$ cat config.mk
export PLATFORM = sky130hd
export DESIGN_NAME = exu_mdu
export DESIGN_NICKNAME = d
export VERILOG_FILES = /design/src/rtl/exu_mdu_pkg.sv /design/src/rtl/mdu_core_iter.sv /design/src/rtl/exu_mdu.sv
export SDC_FILE = /design/constraint.sdc
export NUM_CORES = 1
export LEC_CHECK = 0
export ABC_CLOCK_PERIOD_IN_PS = 4800
export CORE_MARGIN = 1.5
export CORE_UTILIZATION = 50
export CTS_BUF_LIST = sky130_fd_sc_hd__clkbuf_8
export CTS_CLUSTER_SIZE = 10
export DETAILED_ROUTE_END_ITERATION = 8
export PLACE_DENSITY_LB_ADDON = 0.25
export SYNTH_ARGS = -nofsm -noshare
export SYNTH_HDL_FRONTEND = slang
export SYNTH_SLANG_ARGS = --single-unit
$ cat constraint.sdc
create_clock -name i_clk -period 4.8 [get_ports i_clk]
set_input_delay 0.72 -clock i_clk [delete_from_list [all_inputs] [get_ports i_clk]]
set_output_delay 0.72 -clock i_clk [all_outputs]
set_load 0.02 [all_outputs]
$ cat src/rtl/exu_mdu_pkg.sv
// Shared definitions for the exu_mdu multiply/divide unit: op codes, FSM
// state encoding, default width and small op-decode helpers.
package exu_mdu_pkg;

  // Base datapath width of the CPU; the MDU defaults to the same width.
  localparam int CPU_WIDTH = 64;
  localparam int MDU_XLEN  = CPU_WIDTH;

  localparam int MDU_OP_WIDTH = 3;

  typedef enum logic [MDU_OP_WIDTH-1:0] {
    MDU_MUL    = 3'd0,
    MDU_MULH   = 3'd1,
    MDU_MULHSU = 3'd2,
    MDU_MULHU  = 3'd3,
    MDU_DIV    = 3'd4,
    MDU_DIVU   = 3'd5,
    MDU_REM    = 3'd6,
    MDU_REMU   = 3'd7
  } mdu_op_e;

  typedef enum logic [1:0] {
    MDU_IDLE = 2'd0,
    MDU_BUSY = 2'd1,
    MDU_DONE = 2'd2
  } mdu_state_e;

  // Ops 4..7 are the divide family.
  function automatic logic op_is_div(input logic [MDU_OP_WIDTH-1:0] op);
    return op[2];
  endfunction

  // REM and REMU return the remainder.
  function automatic logic op_is_rem(input logic [MDU_OP_WIDTH-1:0] op);
    return op[2] & op[1];
  endfunction

  // rs1 is treated as signed for MULH, MULHSU, DIV and REM.
  function automatic logic op_src1_signed(input logic [MDU_OP_WIDTH-1:0] op);
    return (op == MDU_MULH) || (op == MDU_MULHSU) ||
           (op == MDU_DIV)  || (op == MDU_REM);
  endfunction

  // rs2 is treated as signed for MULH, DIV and REM.
  function automatic logic op_src2_signed(input logic [MDU_OP_WIDTH-1:0] op);
    return (op == MDU_MULH) || (op == MDU_DIV) || (op == MDU_REM);
  endfunction

endpackage

$ cat src/rtl/mdu_core_iter.sv
// Iterative datapath for exu_mdu: operand conditioning (absolute values and
// result sign), one shared adder used for shift-add multiply and restoring
// divide, the step counter, and the final sign fix-up of the result.
module mdu_core_iter
  import exu_mdu_pkg::*;
#(
  parameter int XLEN = MDU_XLEN
) (
  input  logic                    i_clk,
  input  logic                    i_rst_n,
  input  logic                    i_start,
  input  logic                    i_step,
  input  logic [MDU_OP_WIDTH-1:0] i_op,
  input  logic [XLEN-1:0]         i_src1,
  input  logic [XLEN-1:0]         i_src2,
  output logic                    o_done,
  output logic [XLEN-1:0]         o_res
);

  localparam int CNT_W = $clog2(XLEN + 1);
  localparam logic [CNT_W-1:0] CNT_END = CNT_W'(XLEN);

  // Accumulator: multiply {product_hi, multiplier}, divide {remainder, quotient}.
  logic [2*XLEN-1:0]       acc_q, acc_d;
  logic [XLEN-1:0]         dvs_q, dvs_d;   // multiplicand or divisor magnitude
  logic [MDU_OP_WIDTH-1:0] op_q, op_d;
  logic                    neg_q, neg_d;   // final result needs negation
  logic [CNT_W-1:0]        cnt_q, cnt_d;

  logic            a_neg, b_neg, res_neg;
  logic [XLEN-1:0] a_abs, b_abs;

  logic            is_div;
  logic [XLEN:0]   add_a, add_b;
  logic [XLEN+1:0] sum;
  logic [2*XLEN-1:0] step_acc;

  logic [2*XLEN-1:0] prod;
  logic [XLEN-1:0]   quo, rem;

  assign o_done = (cnt_q == CNT_END);

  // Split incoming operands into magnitude and sign according to the op.
  always_comb begin
    // NOTE: every signal written here gets a value on every path, so no latch is inferred.
    a_neg   = op_src1_signed(i_op) & i_src1[XLEN-1];
    b_neg   = op_src2_signed(i_op) & i_src2[XLEN-1];
    a_abs   = a_neg ? -i_src1 : i_src1;
    b_abs   = b_neg ? -i_src2 : i_src2;
    res_neg = op_is_rem(i_op) ? a_neg : (a_neg ^ b_neg);
  end

  // One iteration of the shared adder: add multiplicand or trial-subtract divisor.
  always_comb begin
    is_div = op_is_div(op_q);
    if (is_div) begin
      add_a = acc_q[2*XLEN-1:XLEN-1];      // remainder shifted left by one
      add_b = ~{1'b0, dvs_q};
    end else begin
      add_a = {1'b0, acc_q[2*XLEN-1:XLEN]};
      add_b = {1'b0, dvs_q};
    end
    sum = {1'b0, add_a} + {1'b0, add_b} + {{(XLEN+1){1'b0}}, is_div};

    if (is_div) begin
      // Carry out set means the trial subtraction did not borrow.
      if (sum[XLEN+1]) step_acc = {sum[XLEN-1:0], acc_q[XLEN-2:0], 1'b1};
      else             step_acc = {acc_q[2*XLEN-2:0], 1'b0};
    end else begin
      if (acc_q[0]) step_acc = {sum[XLEN:0], acc_q[XLEN-1:1]};
      else          step_acc = {1'b0, acc_q[2*XLEN-1:1]};
    end
  end

  // Load on start, otherwise advance one step per enabled cycle until done.
  always_comb begin
    acc_d = acc_q;
    dvs_d = dvs_q;
    op_d  = op_q;
    neg_d = neg_q;
    cnt_d = cnt_q;
    if (i_start) begin
      acc_d = {{XLEN{1'b0}}, a_abs};
      dvs_d = b_abs;
      op_d  = i_op;
      neg_d = res_neg;
      cnt_d = '0;
    end else if (i_step && !o_done) begin
      acc_d = step_acc;
      cnt_d = cnt_q + CNT_W'(1);
    end
  end

  // Datapath registers.
  always_ff @(posedge i_clk or negedge i_rst_n) begin
    // NOTE: non-blocking assignments so each flop captures pre-edge values.
    if (!i_rst_n) begin
      acc_q <= '0;
      dvs_q <= '0;
      op_q  <= '0;
      neg_q <= 1'b0;
      cnt_q <= '0;
    end else begin
      acc_q <= acc_d;
      dvs_q <= dvs_d;
      op_q  <= op_d;
      neg_q <= neg_d;
      cnt_q <= cnt_d;
    end
  end

  // Apply the result sign and select the requested half/quantity.
  always_comb begin
    prod = neg_q ? -acc_q : acc_q;
    quo  = acc_q[XLEN-1:0];
    rem  = acc_q[2*XLEN-1:XLEN];
    case (op_q)
      MDU_MUL:                        o_res = prod[XLEN-1:0];
      MDU_MULH, MDU_MULHSU, MDU_MULHU: o_res = prod[2*XLEN-1:XLEN];
      MDU_DIV, MDU_DIVU:              o_res = neg_q ? -quo : quo;
      default:                        o_res = neg_q ? -rem : rem;
    endcase
  end

endmodule

$ cat src/rtl/exu_mdu.sv
// exu_mdu: multi-cycle RISC-V M-extension unit. Holds the IDLE/BUSY/DONE
// FSM, valid/ready handshakes, flush and the divide special cases; the
// iterative arithmetic lives in mdu_core_iter.
// Optional build macro EXU_MDU_FAST_MUL_EN: multiplies use a single-cycle
// combinational product instead of the iterative path.
module exu_mdu
  import exu_mdu_pkg::*;
#(
  parameter int XLEN  = MDU_XLEN,
  parameter int TAG_W = 5
) (
  input  logic                    i_clk,
  input  logic                    i_rst_n,
  input  logic                    i_valid,
  output logic                    o_ready,
  input  logic [MDU_OP_WIDTH-1:0] i_op,
  input  logic [XLEN-1:0]         i_src1,
  input  logic [XLEN-1:0]         i_src2,
  input  logic [TAG_W-1:0]        i_tag,
  input  logic                    i_flush,
  output logic                    o_valid,
  input  logic                    i_ready,
  output logic [XLEN-1:0]         o_res,
  output logic [TAG_W-1:0]        o_tag,
  output logic                    o_busy
);

  localparam logic [XLEN-1:0] XMIN = {1'b1, {(XLEN-1){1'b0}}};

  mdu_state_e       state_q, state_d;
  logic [TAG_W-1:0] tag_q, tag_d;
  logic [XLEN-1:0]  res_q, res_d;
  logic             spec_q, spec_d;   // result already known at accept

  logic            core_start, core_step, core_done;
  logic [XLEN-1:0] core_res;

  logic            div_zero, div_ovf, spec_hit;
  logic [XLEN-1:0] spec_res;

`ifdef EXU_MDU_FAST_MUL_EN
  logic [2*XLEN-1:0] fm_a, fm_b, fm_p;
  logic [XLEN-1:0]   fast_res;

  // Full-width product of sign- or zero-extended operands.
  always_comb begin
    fm_a     = {{XLEN{op_src1_signed(i_op) & i_src1[XLEN-1]}}, i_src1};
    fm_b     = {{XLEN{op_src2_signed(i_op) & i_src2[XLEN-1]}}, i_src2};
    fm_p     = fm_a * fm_b;
    fast_res = (i_op == MDU_MUL) ? fm_p[XLEN-1:0] : fm_p[2*XLEN-1:XLEN];
  end
`endif

  // Results that bypass iteration: divide by zero, signed overflow, fast multiply.
  always_comb begin
    div_zero = op_is_div(i_op) && (i_src2 == '0);
    div_ovf  = op_is_div(i_op) && op_src1_signed(i_op) &&
               (i_src1 == XMIN) && (i_src2 == '1);
    spec_hit = 1'b0;
    spec_res = '0;
    if (div_zero) begin
      spec_hit = 1'b1;
      spec_res = op_is_rem(i_op) ? i_src1 : '1;
    end else if (div_ovf) begin
      spec_hit = 1'b1;
      spec_res = op_is_rem(i_op) ? '0 : XMIN;
    end
`ifdef EXU_MDU_FAST_MUL_EN
    else if (!op_is_div(i_op)) begin
      spec_hit = 1'b1;
      spec_res = fast_res;
    end
`endif
  end

  // FSM next state, accept capture and result fix-up capture.
  always_comb begin
    state_d    = state_q;
    tag_d      = tag_q;
    res_d      = res_q;
    spec_d     = spec_q;
    core_start = 1'b0;
    case (state_q)
      MDU_IDLE: begin
        // Flush has priority over a new request.
        if (i_valid && !i_flush) begin
          state_d    = MDU_BUSY;
          tag_d      = i_tag;
          core_start = 1'b1;
          spec_d     = spec_hit;
          if (spec_hit) res_d = spec_res;
        end
      end
      MDU_BUSY: begin
        if (i_flush) begin
          state_d = MDU_IDLE;
        end else if (spec_q) begin
          state_d = MDU_DONE;
        end else if (core_done) begin
          state_d = MDU_DONE;
          res_d   = core_res;
        end
      end
      MDU_DONE: begin
        if (i_flush || i_ready) state_d = MDU_IDLE;
      end
      default: state_d = MDU_IDLE;
    endcase
  end

  // Control and output registers.
  always_ff @(posedge i_clk or negedge i_rst_n) begin
    if (!i_rst_n) begin
      state_q <= MDU_IDLE;
      tag_q   <= '0;
      res_q   <= '0;
      spec_q  <= 1'b0;
    end else begin
      state_q <= state_d;
      tag_q   <= tag_d;
      res_q   <= res_d;
      spec_q  <= spec_d;
    end
  end

  assign core_step = (state_q == MDU_BUSY) && !spec_q;

  mdu_core_iter #(
    .XLEN (XLEN)
  ) u_core (
    .i_clk   (i_clk),
    .i_rst_n (i_rst_n),
    .i_start (core_start),
    .i_step  (core_step),
    .i_op    (i_op),
    .i_src1  (i_src1),
    .i_src2  (i_src2),
    .o_done  (core_done),
    .o_res   (core_res)
  );

  assign o_ready = (state_q == MDU_IDLE);
  assign o_busy  = (state_q != MDU_IDLE);
  assign o_valid = (state_q == MDU_DONE);
  assign o_res   = res_q;
  assign o_tag   = tag_q;

endmodule

After elaboration in Yosys (flattened, before gate mapping)

Index checks and enable logic that the tools add are counted.
W data, S select, Z words.

Shift-type cells: 0
Magnitude comparators: 0
Eq/ne operators: 21
$mul: 0
Mux-type cells: 36
Add/sub/neg operators: 8
Bitwise gates (word level): 5
Div/mod/pow operators: 0
Reductions and logical operators: 27

Operators with widths:

| kind                   | number |
|---|---|
| $mux W64               | 13 |
| $mux W128              | 6 |
| $neg A64 Y64           | 4 |
| $pmux W64 S3           | 1 |
| $mux W65               | 2 |
| $eq A64 B64 Y1 const B | 2 |
| $neg A128 Y128         | 1 |
| $pmux W64 S2           | 1 |
| $add A65 B65 Y66       | 1 |
| $add A66 B1 Y66        | 1 |
| $not A64 Y65           | 1 |
| $logic_not A64 Y1      | 1 |
| $mux W7                | 2 |
| $eq A3 B3 Y1 const B   | 4 |
| $mux W2                | 5 |
| $eq A3 B2 Y1 const B   | 3 |
| $ne A2 B1 Y1 const B   | 4 |
| $add A7 B1 Y7 const B  | 1 |
| $eq A7 B7 Y1 const B   | 1 |
| $logic_and A1 B1 Y1    | 7 |
| $eq A3 B1 Y1 const B   | 2 |
| $logic_or A1 B1 Y1     | 6 |
| $pmux W2 S3            | 1 |
| $reduce_and A6 Y1      | 1 |
| other kinds (15)       | 26 |

Memory bits (read-only): 0
Logic and storage cells: 106
RAM bits: 0
Memories: 0
Bits in latches: 0
Bits of input ports: 141
Register bits after elaboration: 275
Output and inout bits: 72

Logic depth before layout (Yosys ltp)

Depth in word-level cells: 12
Depth in mapped cells: 21
Gate-level depth less buffers: 13

By module

Synthesis repeated with hierarchy kept, for this count alone.

Cells, all modules: 3687
Area, all modules: 27956.8 um2

Modules (own cells, without submodules):

| module        | instances | cells each | area an instance (um2) | seq. area each (um2) |
|---|---|---|---|---|
| mdu_core_iter | 1         | 3208       | 23555.1                | 5079.9 |
| exu_mdu       | 1         | 479        | 4401.7                 | 1801.7 |

Worst setup path after synthesis

OpenSTA, ideal clock, no wires.

Path kind: register to register
From: reg u_core.op_q[2]
To: reg u_core.acc_q[99]
Setup slack: -108 ps
Buffers on the path: 8
Cell stages (with the launch flop): 20
Data required time: 4668 ps
Arrival time: 4776 ps
Cell sequence: dfrtp_1 clkbuf_1 clkbuf_1 buf_1 buf_1 buf_1 xor2_1 ha_1 clkbuf_1 a21o_1 a21o_1 a21oi_1 a31oi_1 o311ai_0 nor3b_1 nand2_1 clkbuf_1 buf_1 o221ai_1 o22ai_1

Word-level cells in the longest chain between the ends: 7

Ends and longest elaborated chain:

| what                                | line                                     | RTL |
|---|---|---|
| from (decl)                         | mdu_core_iter.sv:26                      | `logic [MDU_OP_WIDTH-1:0] op_q, op_d;` |
| from (signal assigned)              | mdu_core_iter.sv:106                     | `op_q <= op_d;` |
| $mux W65                            | mdu_core_iter.sv:56                      | `if (is_div) begin` |
| $add A65 B65 Y66                    | mdu_core_iter.sv:63                      | `sum = {1'b0, add_a} + {1'b0, add_b} + {{(XLEN+1){1'b0}}, is_div};` |
| $add A66 B1 Y66                     | mdu_core_iter.sv:63                      |  |
| $mux W128, on equally long branches | mdu_core_iter.sv:70, mdu_core_iter.sv:67 |  |
| $mux W128 *                         | mdu_core_iter.sv:65                      | `if (is_div) begin` |
| $mux W128 *                         | mdu_core_iter.sv:88                      | `end else if (i_step && !o_done) begin` |
| $mux W128 *                         | mdu_core_iter.sv:82                      | `if (i_start) begin` |
| to (signal assigned)                | mdu_core_iter.sv:98                      | `acc_q <= '0;` |
| to (signal assigned)                | mdu_core_iter.sv:104                     | `acc_q <= acc_d;` |
| to (decl)                           | mdu_core_iter.sv:24                      | `logic [2*XLEN-1:0] acc_q, acc_d;` |

Mark *: on every way between the ends. The rest lies on a longest branch, timed or not. The select of a mux whose other input is x is not followed.
A chain may end at the register's enable or synchronous reset.

Worst setup path after layout

From: reg u_core.op_q[2]
To: reg u_core.acc_q[126]

The elaborated chain is that of the path after synthesis.

==> metrics <==
Switching Power 11500 uW; DIE AREA around 55000 um2; DRT iter0 DRCs 4104; antenna violations before repair 5; synthesized area 26900 um2; crit path time final 4490 ps; FF+latch count, synth 275; ys async rst share 100%; Final GP Congestion between 1 and 1.5; Highest Signal Layer met5; # port buffers 212; Setup TNS 0 ps; clock sinks 275; most common cell after layout, fill and taps aside o21ai_0; crit path capture type flop; grt total ovfl 0; yosys warns 0; sequential share of the synthesized area 25.6%; Setup crit start kind flop; post-detail-place hpwl 85.7 mm; Main synth FF type dfrtp_1; Net Count, Synth 3782; synthesized instance count 3570; drt first pass iters 6; Metal-1 WL roughly 46 mm; Slew Limit Headroom about a third; DR DRC count 0; P_leak 0.0124 uW; met3 wire length 13.7 mm; power per cell area 692 nW/um2; root buffer cell clkbuf_8; reg2reg start u_core.op_q[2]; most frequent cells in the layout o21ai_0, nand2_1, nor2_1; WL/cell 25.5 um; status finished, final reports clean; Flop pwr share 22.1%; crit path DAT approximately 5100 ps; setup slack at placement around 320 ps; worst setup margin 313 ps; max-cap viol count 0; final core utilization 59.0%; Hold Path Class in -> async; Core ar. approximately 53000 um2; EDFF count, synth 0; total track usage 39.7%; Final Hold Vio Count 0; H-tree levels 2; final wirelength 113 mm; P_int 10100 uW; Gate power share 66.1%; dominant cell type by area after synthesis dfrtp_1; Yosys cell types 87; final-stage net count 3898; clk_skew 34.5 ps; CTS tree yes; CP required 5370 ps; Max Buffers Root-to-Sink 3; routed wl met2 47.7 mm; chip width around 230 um; Area contributors post-synth dfrtp_1, o21ai_0, xor2_1, nand2_1, xnor2_1; RSZ-0062 raised after global routing false; die height ~230 um; Switching Share 53.4%; crit path max fanout 46; vias in the first global route 27300; CP startpoint u_core.op_q[2]; Syn Area/Cell 7.52 um2; endpoints failing setup 0; Starting Density 50.8%; largest net degree at the start of global routing 132; antenna violation net count after detailed routing 0; share of the synthesized area in the top cell type between 20% and 30%; crit share post-route 93.5%; P&R area growth vs syn 16.2%; crit path kind reg -> reg; R2R cell count 15; FP Rows 84; layout cells sized above 1 around 10%; I/O pin count 213; crit path capture u_core.acc_q[126]; final slew viol count 0; reg2reg setup slack 310 ps; Fmax approximately 0.22 GHz; clock group share of total power 11.7%; first-pass GRT wire length between 150 and 200 mm; R2R Path End u_core.acc_q[126]; vias post-DR 29900; Peak VDD IR 0.000294 V; TritonCTS Buffers 56; clock slew at reported path FFs 60 ps; insertion delay to the later sink of the worst-skew pair 680 ps; Least-Margin Pin Slew ~990 ps; vias per cell just under 7
## through the flow
stage,area [um2],hold slack [ps],cells,power [uW]
2_1_floorplan,26900,424,3570,13500
3_3_place_gp,30100,456,4316,18500
3_5_place_dp,30100,462,4316,18500
4_1_cts,31200,76.1,4419,21100
5_1_grt,31200,122,4419,22800
6_report,31200,75.4,4424,21600
## cell usage after synthesis (31+ instances only)
| master | n |
|---|---|
| nand3_1 | 55 |
| nor3_1 | 79 |
| a21oi_1 | 268 |
| o31ai_1 | 59 |
| dfrtp_1 | 275 |
| o22ai_1 | 70 |
| nor4_1 | 47 |
| mux2i_1 | 52 |
| clkbuf_1 | 264 |
| nand2_1 | 404 |
| xor2_1 | 195 |
| o21ai_0 | 419 |
| ha_1 | 70 |
| o211ai_1 | 51 |
| o41ai_1 | 31 |
| a21o_1 | 33 |
| or3_1 | 41 |
| xnor2_1 | 170 |
| a31oi_1 | 51 |
| o221ai_1 | 43 |
| or4_1 | 39 |
| mux2_2 | 83 |
| nand4_1 | 54 |
| nor2_1 | 277 |
| inv_1 | 58 |
| buf_1 | 35 |
## final cells by class
class                           instances  area [um2]
Fill cell                            4988       21700
Multi-Input combinational cell       2920       18600
Sequential cell                       275        6890
Timing Repair Buffer                  375        3500
Clock buffer                           70         963
Tap cell                              688         861
Inverter                               58         218
Clock inverter                         33         173
Antenna cell                            5        12.5
## state kept, by name, indices dropped and copies added, names as in the netlist
name and count:
state_q 2, u_core.cnt_q 7, u_core.neg_q 1, u_core.dvs_q 64, o_res 64, spec_q 1
o_tag 5, u_core.acc_q 128, u_core.op_q 3
## worst min path at each step
stage	endpoint	slack, ps	cells past startpoint
2_1_floorplan	o_res[0]	420	0
5_1_grt	u_core.dvs_q[33]	120	1
6_report	u_core.dvs_q[18]	80	1
4_1_cts	u_core.acc_q[80]	80	1
3_3_place_gp	o_tag[4]	460	2
3_5_place_dp	o_tag[4]	460	2
## power groups by stage
| stage | logic, uW | registers, uW | clock network [uW] |
|---|---|---|---|
| final | 14300 | 4780 | 2530 |
| after global routing | 15300 | 4860 | 2640 |
| after CTS | 13900 | 4690 | 2550 |
| after detailed placement | 13800 | 4720 | 0 |
| after global placement | 13800 | 4710 | 0 |
| after floorplan | 9380 | 4100 | 0 |
## layer usage
metal  vias up  track usage, %
met5         -               0
met4         4            16.0
met3       361            9.47
met2      1886            58.9
met1     14300            55.3
li1      13300               -
## critical path, stage by stage, from the launching register on
cell and delay, ps:
dfrtp_4 660, buf_12 300, buf_4 190, mux2_2 340
ha_1 380, nand4_1 200, a31oi_1 280, o311ai_0 220
buf_4 200, a31oi_1 340, nand3_1 120, a21o_1 200
o21ai_0 270, xor2_1 230, o221ai_1 180, a22oi_1 250
## what timing repair did
| action | CTS | global route |
|---|---|---|
| buffers inserted | 0 | 0 |
| resized for setup | 0 | 1 |
| hold buffers | 0 | 0 |
| setup endpoints to repair | 0 | 1 |
## logic make-up after synthesis
| family | synth area share, % |
|---|---|
| XOR/XNOR | 11.9 |
| multiplexers | 5.42 |
| buffers and inverters | 5.40 |
| AND/OR/NAND/NOR | 20.0 |
| AO/OA/AOI/OAI | 28.3 |
| adder cells (fa/ha/maj) | 3.34 |
| flip-flops | 25.6 |
(Power assumes the default switching activity.)
